**src/rtl/ahb_stream_bridge.sv**
```systemverilog
// AHB-Lite slave bridging DATA/STATUS/CTRL registers to a valid/ready stream engine.
// Input FIFO fed by bus writes, output FIFO drained by bus reads; ERROR or wait-state on full/empty.

module ahb_stream_bridge_fifo #(
    parameter int W     = 32,
    parameter int DEPTH = 8,
    parameter int AW    = $clog2(DEPTH),
    parameter int LW    = AW + 1
) (
    input  logic          clk,
    input  logic          rst_n,
    input  logic          clr,
    input  logic          push,
    input  logic [W-1:0]  wdata,
    input  logic          pop,
    output logic [W-1:0]  rdata,
    output logic [LW-1:0] level,
    output logic          full,
    output logic          empty
);
    localparam logic [LW-1:0] FULL_LVL = LW'(DEPTH);

    logic [W-1:0]  mem [DEPTH];
    logic [AW-1:0] wr_ptr_q, wr_ptr_d, rd_ptr_q, rd_ptr_d;
    logic [LW-1:0] level_q, level_d;
    logic          push_ok, pop_ok;

    assign full    = (level_q == FULL_LVL);
    assign empty   = (level_q == '0);
    assign level   = level_q;
    assign rdata   = mem[rd_ptr_q];
    assign push_ok = push && !full;
    assign pop_ok  = pop && !empty;

    always_comb begin
        wr_ptr_d = wr_ptr_q;
        rd_ptr_d = rd_ptr_q;
        level_d  = level_q;
        if (clr) begin
            wr_ptr_d = '0;
            rd_ptr_d = '0;
            level_d  = '0;
        end else begin
            if (push_ok) wr_ptr_d = wr_ptr_q + AW'(1);
            if (pop_ok)  rd_ptr_d = rd_ptr_q + AW'(1);
            level_d = level_q + LW'(push_ok) - LW'(pop_ok);
        end
    end

    always_ff @(posedge clk or negedge rst_n) begin
        if (!rst_n) begin
            wr_ptr_q <= '0;
            rd_ptr_q <= '0;
            level_q  <= '0;
        end else begin
            wr_ptr_q <= wr_ptr_d;
            rd_ptr_q <= rd_ptr_d;
            level_q  <= level_d;
        end
    end

    always_ff @(posedge clk) begin
        if (push_ok && !clr) mem[wr_ptr_q] <= wdata;
    end
endmodule

module ahb_stream_bridge #(
    parameter int DATA_W    = 32,
    parameter int IN_DEPTH  = 8,
    parameter int OUT_DEPTH = 8
) (
    input  logic              HCLK,
    input  logic              HRESETn,
    input  logic              HSEL,
    input  logic              HWRITE,
    input  logic              HREADY,
    input  logic [3:0]        HADDR,
    input  logic [1:0]        HTRANS,
    input  logic [2:0]        HSIZE,
    input  logic [2:0]        HBURST,
    input  logic [DATA_W-1:0] HWDATA,
    output logic [DATA_W-1:0] HRDATA,
    output logic              HREADYOUT,
    output logic              HRESP,
    output logic [DATA_W-1:0] m_data,
    output logic              m_valid,
    input  logic              m_ready,
    input  logic [DATA_W-1:0] s_data,
    input  logic              s_valid,
    output logic              s_ready,
    output logic              irq
);
    localparam int IN_LW  = $clog2(IN_DEPTH) + 1;
    localparam int OUT_LW = $clog2(OUT_DEPTH) + 1;
    localparam logic [2:0] SIZE_OK = (DATA_W == 64) ? 3'd3 : 3'd2;
    localparam logic [1:0] REG_DATA   = 2'd0;
    localparam logic [1:0] REG_STATUS = 2'd1;
    localparam logic [1:0] REG_CTRL   = 2'd2;

    typedef enum logic [1:0] {ST_IDLE, ST_DATA, ST_ERR} state_t;

    state_t      state_q, state_d;
    logic        dp_write_q, dp_write_d;
    logic [1:0]  dp_reg_q, dp_reg_d;
    logic        dp_serr_q, dp_serr_d;
    logic        block_q, block_d;
    logic        irq_en_q, irq_en_d;
    logic [7:0]  thresh_q, thresh_d;
    logic        irq_q, irq_d;

    logic              in_full, in_empty, out_full, out_empty;
    logic [IN_LW-1:0]  in_level;
    logic [OUT_LW-1:0] out_level;
    logic [DATA_W-1:0] out_head;
    logic              addr_ph, serr_a, fifo_block, done;
    logic              in_push, out_pop, ctrl_wr, clr;
    logic [31:0]       status_w, ctrl_w;
    logic              unused_bits;

    assign unused_bits = ^{HBURST, HADDR[1:0]};

    assign addr_ph = HSEL && HREADY && HTRANS[1];
    assign serr_a  = (HTRANS == 2'b11) || (HSIZE != SIZE_OK) || (HADDR[3:2] == 2'd3)
                   || (HWRITE && HADDR[3:2] == REG_STATUS);

    // A DATA access that would overflow/underflow: error or stall depending on block_mode
    assign fifo_block = (dp_reg_q == REG_DATA) && (dp_write_q ? in_full : out_empty);

    assign status_w = {8'h00, 8'(out_level), 8'(in_level), 4'h0,
                       out_full, out_empty, in_full, in_empty};
    assign ctrl_w   = {16'h0000, thresh_q, 5'b00000, irq_en_q, block_q, 1'b0};

    always_comb begin
        state_d    = state_q;
        dp_write_d = dp_write_q;
        dp_reg_d   = dp_reg_q;
        dp_serr_d  = dp_serr_q;
        HREADYOUT  = 1'b1;
        HRESP      = 1'b0;
        HRDATA     = '0;
        done       = 1'b0;
        case (state_q)
            ST_DATA: begin
                if (dp_serr_q || (fifo_block && !block_q)) begin
                    HREADYOUT = 1'b0;
                    HRESP     = 1'b1;
                end else if (fifo_block) begin
                    HREADYOUT = 1'b0;
                end else begin
                    done = 1'b1;
                    if (!dp_write_q) begin
                        case (dp_reg_q)
                            REG_DATA:   HRDATA = out_head;
                            REG_STATUS: HRDATA = DATA_W'(status_w);
                            REG_CTRL:   HRDATA = DATA_W'(ctrl_w);
                            default:    HRDATA = '0;
                        endcase
                    end
                end
            end
            ST_ERR:  HRESP = 1'b1;
            default: ;
        endcase

        if (state_q == ST_DATA && HRESP && !HREADYOUT) begin
            state_d = ST_ERR;
        end else if (HREADYOUT) begin
            if (addr_ph) begin
                state_d    = ST_DATA;
                dp_write_d = HWRITE;
                dp_reg_d   = HADDR[3:2];
                dp_serr_d  = serr_a;
            end else begin
                state_d = ST_IDLE;
            end
        end
    end

    always_comb begin
        in_push  = done && dp_write_q && (dp_reg_q == REG_DATA);
        out_pop  = done && !dp_write_q && (dp_reg_q == REG_DATA);
        ctrl_wr  = done && dp_write_q && (dp_reg_q == REG_CTRL);
        clr      = ctrl_wr && HWDATA[0];
        block_d  = block_q;
        irq_en_d = irq_en_q;
        thresh_d = thresh_q;
        if (ctrl_wr) begin
            block_d  = HWDATA[1];
            irq_en_d = HWDATA[2];
            thresh_d = HWDATA[15:8];
        end
        irq_d = irq_en_q && (8'(out_level) >= thresh_q) && (thresh_q != 8'd0);
    end

    always_ff @(posedge HCLK or negedge HRESETn) begin
        if (!HRESETn) begin
            state_q    <= ST_IDLE;
            dp_write_q <= 1'b0;
            dp_reg_q   <= 2'd0;
            dp_serr_q  <= 1'b0;
            block_q    <= 1'b0;
            irq_en_q   <= 1'b0;
            thresh_q   <= 8'd0;
            irq_q      <= 1'b0;
        end else begin
            state_q    <= state_d;
            dp_write_q <= dp_write_d;
            dp_reg_q   <= dp_reg_d;
            dp_serr_q  <= dp_serr_d;
            block_q    <= block_d;
            irq_en_q   <= irq_en_d;
            thresh_q   <= thresh_d;
            irq_q      <= irq_d;
        end
    end

    ahb_stream_bridge_fifo #(.W(DATA_W), .DEPTH(IN_DEPTH)) u_in_fifo (
        .clk(HCLK), .rst_n(HRESETn), .clr(clr),
        .push(in_push), .wdata(HWDATA),
        .pop(m_valid && m_ready), .rdata(m_data),
        .level(in_level), .full(in_full), .empty(in_empty)
    );

    ahb_stream_bridge_fifo #(.W(DATA_W), .DEPTH(OUT_DEPTH)) u_out_fifo (
        .clk(HCLK), .rst_n(HRESETn), .clr(clr),
        .push(s_valid && s_ready), .wdata(s_data),
        .pop(out_pop), .rdata(out_head),
        .level(out_level), .full(out_full), .empty(out_empty)
    );

    assign m_valid = ~in_empty;
    assign s_ready = ~out_full;
    assign irq     = irq_q;
endmodule

```
**config.mk**
```make
export PLATFORM = sky130hd
export DESIGN_NAME = ahb_stream_bridge
export DESIGN_NICKNAME = d
export VERILOG_FILES = /design/src/rtl/ahb_stream_bridge.sv
export SDC_FILE = /design/constraint.sdc
export NUM_CORES = 1
export LEC_CHECK = 0
export ABC_AREA = 1
export CAP_MARGIN = 20
export CORE_ASPECT_RATIO = 0.9
export CORE_MARGIN = 2
export CORE_UTILIZATION = 55
export CTS_CLUSTER_DIAMETER = 80
export CTS_CLUSTER_SIZE = 10
export DETAILED_ROUTE_END_ITERATION = 8
export PLACE_DENSITY = 0.75
export SLEW_MARGIN = 10
export SYNTH_ARGS = -nofsm -noshare
export SYNTH_HDL_FRONTEND = slang
export SYNTH_HIERARCHICAL = 1
export SYNTH_SLANG_ARGS = --single-unit
```
**constraint.sdc**
```tcl
create_clock -name HCLK -period 5.1 [get_ports HCLK]
set_input_delay 0.765 -clock HCLK [delete_from_list [all_inputs] [get_ports HCLK]]
set_output_delay 0.765 -clock HCLK [all_outputs]
set_load 0.005 [all_outputs]
```
==> results of run 1 <==
stage by stage:
step / cells / instance area, um^2 / worst slack, ns / hold WS, ns / utilization, %
floorplan: 2597 / 24870 / 0.8854 / 0.4694 / -
global placement: 3277 / 27010 / 1.101 / 0.5195 / 60.85
detailed placement: 3277 / 27010 / 1.047 / 0.5389 / 60.85
CTS: 3391 / 28780 / 0.3896 / 0.2666 / 64.83
global route: 3398 / 28830 / 0.1466 / 0.3166 / 64.94
finish: 3398 / 28830 / 0.3387 / 0.2670 / 64.94
layer usage:
layer	track usage, %	routed length [um]
met1	33.40	24200
met2	40.03	26820
met3	4.268	4555
met4	9.641	1690
met5	0	13
cell type report:
type                            instances  share of cell area, %
Clock buffer                          112                  5.959
Multi-Input combinational cell       1343                  20.54
Tap cell                              600                  2.604
Sequential cell                       549                  56.58
Antenna cell                            4                0.03472
Timing Repair Buffer                  185                  6.267
Clock inverter                          2                 0.1606
Inverter                              603                  7.860
cells by family (layout without fill, tap and decap cells):
family                     Yosys count  after routing  share of synthesized area (%)
AOI/OAI and AO/OA                   37             37                         0.8704
xor gates and xnor gates             2              2                        0.07045
adders and majority gates           24             24                          1.268
buffers and inverters              705            902                          11.05
DFF                                549            549                          65.55
other                                0              4                              0
and+or+nand+nor                   1280           1280                          21.20
worst min-delay path by stage:
stage,slack (ns),cells after the start,from,to
2_1_floorplan,0.47,0,HRESETn,block_q
3_3_place_gp,0.52,2,u_in_fifo/wr_ptr_q[0],u_in_fifo/wr_ptr_q[0]
3_5_place_dp,0.54,2,u_out_fifo/wr_ptr_q[0],u_out_fifo/wr_ptr_q[0]
4_1_cts,0.27,1,HRESETn,dp_reg_q[1]
5_1_grt,0.32,1,HRESETn,dp_reg_q[1]
6_report,0.27,1,HRESETn,u_out_fifo/wr_ptr_q[0]
state kept, by name, indices dropped and copies added (netlist names):
name,count
block_q,1
dp_reg_q,2
dp_serr_q,1
dp_write_q,1
irq,1
irq_en_q,1
state_q,2
thresh_q,8
u_in_fifo/level,4
u_in_fifo/mem,256
u_in_fifo/rd_ptr_q,3
u_in_fifo/wr_ptr_q,3
u_out_fifo/level,4
u_out_fifo/mem,256
u_out_fifo/rd_ptr_q,3
u_out_fifo/wr_ptr_q,3
worst max-delay path, cell delays in order (launching register included):
cell and delay, ns:
dfrtp_4 0.41, buf_4 0.57, buf_4 0.69, nand2_1 0.13, nand3_1 0.11, nand2_1 0.06, nand2_1 0.05, nand2_1 0.14
a221oi_1 0.52, nor2_1 0.13, clkdlybuf4s50_1 0.48
cell usage after synthesis, drive strengths merged (3+ instances only):
cell    count  area share (%)
dfrtp      37             3.7
a21oi      10            0.20
o21ai      17            0.36
edfxtp    512              62
nand4      16            0.46
inv       603             9.1
nor2       61            0.98
buf        84             1.7
a221oi      4            0.14
ha         22             1.1
clkbuf     18            0.27
nand3     282             5.7
nor3        9            0.18
nand2     907              14
o31ai       3           0.091
layout by cell type (no fill, tap or decap), types with 22 or more instances in the layout:
| cell type | netlist | routed |
|---|---|---|
| nand3_1 | 281 | 281 |
| dfrtp_1 | 37 | 33 |
| clkbuf_16 | 0 | 61 |
| inv_1 | 598 | 597 |
| edfxtp_1 | 512 | 512 |
| clkbuf_1 | 18 | 51 |
| ha_1 | 22 | 22 |
| clkdlybuf4s50_1 | 0 | 145 |
| buf_4 | 3 | 34 |
| nor2_1 | 59 | 51 |
| nand2_1 | 905 | 905 |
power groups by stage:
stage | sequential [mW] | clock [mW] | combinational, mW
2_1_floorplan | 5.49 | 0 | 1.97
3_3_place_gp | 5.52 | 0 | 3.09
3_5_place_dp | 5.53 | 0 | 3.19
4_1_cts | 5.44 | 3.97 | 3.22
5_1_grt | 5.47 | 4.15 | 3.59
6_report | 5.45 | 3.91 | 3.25
==> metrics.txt, run 1 <==
# resized after CTS=0; kind of critical path=flop to output pin; syn nets=2,704; routed via count=17,420; # fillers=3,386; area occupied by registers=16,310 um^2; total gr overflow=0; CP startpoint=u_out_fifo/rd_ptr_q[0]; Port Buffers=146; Die X=228.1 um; Post-synth EDFFs=512; setup TNS=0 ns; antenna violations before repair=5; post-synthesis register bit count=549; fmax=210.0 MHz; TritonRoute pass-1 iters=8; RD Place Congestion=0.8347; worst-margin pin slew=1.060 ns; DRC viols=0; Period minus WS final=4.761 ns; Worst R2R Path Depth=14; Critical Path AT=4.00 ns; Num CTS Buffers=60; maximum VDD drop=329.8 uV; Die Height=205.7 um; Switch Pwr=3.876 mW; vias in the first global route=17,030; WL per Instance=16.86 um; FP Rows=73; ys flop type=edfxtp_1; Total Die Area=46,940 um^2; switching share of power=30.75%; footprint of the multi-input gates=5921 um^2; Final Cycle Share=93.36%; post-CTS setup buffer count=0; status=completed; Iter 0 DRT Violations=1,778; Area Overhead vs Synth=15.92%; Mapped Avg Cell Area=9.576 um^2; Setup Skew=0.02687 ns; Final Max Tran Viols=0; clk_lat worst skew=0.63 ns; Fin. Hold Viols=0; Final setup violation count=0; Clock Sinks=549; dpl hpwl=32,660 um; sequential-to-total area share from yosys stat=65.55%; Int Power=8.728 mW; Core Region=44,390 um^2; Syn Std Cell Area=24,870 um^2; Starting Density=56.02%; Synthesis Warnings=6; reg2reg end=u_in_fifo/mem[1][9]; Cells after Synth=2,597; Reg power frac=43.2%; Slew Limit Headroom=29.32%; number of nets in the layout=2,849; Worst Hold Class=input pin to asynchronous set/reset pin; Post-synth ARST share=6.740%; Distinct cells, synth=32; TritonCTS clock tree=yes; maximum net fanout on the critical path=67; RSZ-0062 raised after global routing=false; clock share of power=31.0%; PD cells=437.2 nW/um^2; final WL=57,280 um; H-tree depth=2; Leakage=13.15 nW; Ports=152; CTS max path bufs=3; gr usage total=24.61%; CP endpoint kind=output pin; reg-to-reg startpoint=u_in_fifo/level[2]; pin count of the biggest net entering global routing=109; Clock Pin Slew Worst Setup and Hold Paths=0.06 ns; crit path to=HRDATA[10]; total of max-cap violations=0; share of cells above drive strength 1=4.903%; ANT nets after route=0; Worst setup SP type=flop; hold-fix buffers at CTS=0; DR vias/cell=5.126; Design Power=12.60 mW; Comb power frac=25.8%; CP required=4.34 ns; first-pass GRT wire length=89,310 um; Clock Tree Root=clkbuf_16; reg2reg setup slack=1.26 ns
Note: power is estimated with default switching activity, not from simulation.
==> run 2, diff against run 1 <==
--- a/config.mk
+++ b/config.mk
@@ -7,7 +7,7 @@
 export LEC_CHECK = 0
 export ABC_AREA = 1
 export CAP_MARGIN = 20
-export CORE_ASPECT_RATIO = 0.9
+export CORE_ASPECT_RATIO = 2
 export CORE_MARGIN = 2
 export CORE_UTILIZATION = 55
 export CTS_CLUSTER_DIAMETER = 80
==> run 2 against run 1 <==
Effect of this change:
- die area is 0.21% higher
- final area down 0.58%
- critical endpoint is now HRDATA[9]
- critical path type unchanged
- first-iteration DRC count down 28%
- routed wire length is 1.6% higher
- via count up 0.73%
- cell count decreased by 1.5%
- clock-buffer cell count is 1 higher
==> metrics.txt, run 2 (synthesized netlist as in run 1, its figures left out) <==
Die Height=304.7 um; TritonRoute pass-1 iters=6; DR vias/cell=5.242; share of cells above drive strength 1=4.630%; Met2 Wirelength=30,880 um; kind of critical path=flop to output pin; Iter 0 DRT Violations=1,275; biggest regs=u_in_fifo/mem: 256 flops, u_out_fifo/mem: 256 flops, thresh_q: 8 flops; Ports=152; gr usage total=24.62%; Clock Tree Root=clkbuf_16; Die X=154.4 um; maximum VDD drop=412.8 uV; H-tree depth=2; RSZ-0062 raised after global routing=false; routed via count=17,550; WL per Instance=17.38 um; fin util=63.88%; Worst path most repeated cell=nand2_1; Worst setup SP type=flop; most frequent cells in the layout=nand2_1 (905), inv_1 (598), edfxtp_1 (512); Total Die Area=47,040 um^2; CP endpoint kind=output pin; Worst Hold Class=input pin to asynchronous set/reset pin; Num CTS Buffers=60; Clock Pin Slew Worst Setup and Hold Paths=0.06 ns; ANT nets after route=0; Core Region=44,870 um^2; worst-margin pin slew=1.057 ns; Port Buffers=146; maximum net fanout on the critical path=76; Area Overhead vs Synth=15.25%; slowest stage delay, CP=0.73 ns; Fin. Hold Viols=0; CP required=4.34 ns; FP Rows=110; Final Cycle Share=88.02%; status=completed; Slew Limit Headroom=29.42%; Clock Sinks=549; CP cell instances=clkinv_2 > buf_4 > nand2_1 > nand3_1 > nand2_1 > nand2_1 > nand2_1 > a221oi_1 > nor2_1 > clkdlybuf4s50_1; DRC viols=0; Setup Skew=0.03089 ns; RD Place Congestion=0.8244; Final Max Tran Viols=0; CTS max path bufs=3; Final setup violation count=0; Critical Path AT=3.72 ns; PD cells=437.3 nW/um^2; vias in the first global route=18,040; fmax=222.8 MHz; first-pass GRT wire length=90,510 um; setup TNS=0 ns; final WL=58,180 um; clk_lat worst skew=0.61 ns; antenna violations before repair=5; Starting Density=55.43%; total gr overflow=0; TritonCTS clock tree=yes; Leakage=13.10 nW; # resized after CTS=0; dpl hpwl=34,670 um; most common cell after layout, fill and taps aside=nand2_1; total of max-cap violations=0; met3 WL post-DR=4136 um; number of nets in the layout=2,841; slowest stage cell, crit path=dfrtp_4; post-CTS setup buffer count=0; hold-fix buffers at CTS=0; Met1 Wirelength=20,780 um; max layer used=met5; Period minus WS final=4.489 ns; pin count of the biggest net entering global routing=91
[run 2: cell count changes in the layout (fill, tap and decap cells not counted)]
cell,delta
inv_1,+1
clkinv_16,-1
diode_2,-3
buf_8,-1
clkbuf_16,+1
clkinv_1,-1
buf_12,-3
buf_4,-4
[run 2: final timing paths]
| check | start | endpoint | slack [ns] | cells past startpoint |
|---|---|---|---|---|
| max in group asynchronous | HRESETn | u_in_fifo/rd_ptr_q[0] | 4.14 | 1 |
| max reg2reg | u_out_fifo/level[2] | u_out_fifo/mem[6][5] | 1.56 | 14 |
| max | u_out_fifo/rd_ptr_q[0] | HRDATA[9] | 0.61 | 10 |
| min | HRESETn | thresh_q[4] | 0.28 | 1 |
| min reg2reg | u_in_fifo/wr_ptr_q[0] | u_in_fifo/wr_ptr_q[0] | 0.54 | 2 |
| min in group HCLK | u_in_fifo/wr_ptr_q[0] | u_in_fifo/wr_ptr_q[0] | 0.54 | 2 |
[run 2: final cells by class]
type | count | area [um^2]
Antenna cell | 1 | 2.502
Multi-Input combinational cell | 1343 | 5921
Sequential cell | 549 | 16310
Clock buffer | 113 | 1743
Clock inverter | 1 | 16.27
Timing Repair Buffer | 177 | 1702
Fill cell | 3435 | 16210
Inverter | 603 | 2266
Tap cell | 560 | 700.7
[run 2: power breakdown]
part           switching, mW  internal (mW)
clock network           1.64           2.26
registers              0.172           5.31
logic                   1.98           1.17
[run 2: routing by layer]
layer / global-route usage (%) / up-vias
met5: 0 / -
met4: 10.96 / 8
met3: 4.436 / 171
met2: 46.58 / 663
met1: 26.38 / 8363
li1: - / 8341
[run 2: through the flow]
step,cells,total power [mW],worst slack [ns],instance area (um^2),hold WS (ns)
after detailed placement,3232,8.699,1.248,26900,0.5281
final,3347,12.53,0.6112,28660,0.2783
after CTS,3346,12.60,0.6049,28660,0.2943
after floorplan,2597,7.459,0.8854,24870,0.4694
after global routing,3347,13.14,0.3942,28660,0.3387
after global placement,3232,8.541,1.280,26900,0.5157
[run 2: worst max-delay path: cells and delay by family, from the launching register on]
family	cells	cell delay [ns]
buffers and inverters	3	1.43
flip-flops	1	0.73
AND/OR/NAND/NOR	6	0.56
AO/OA/AOI/OAI	1	0.33
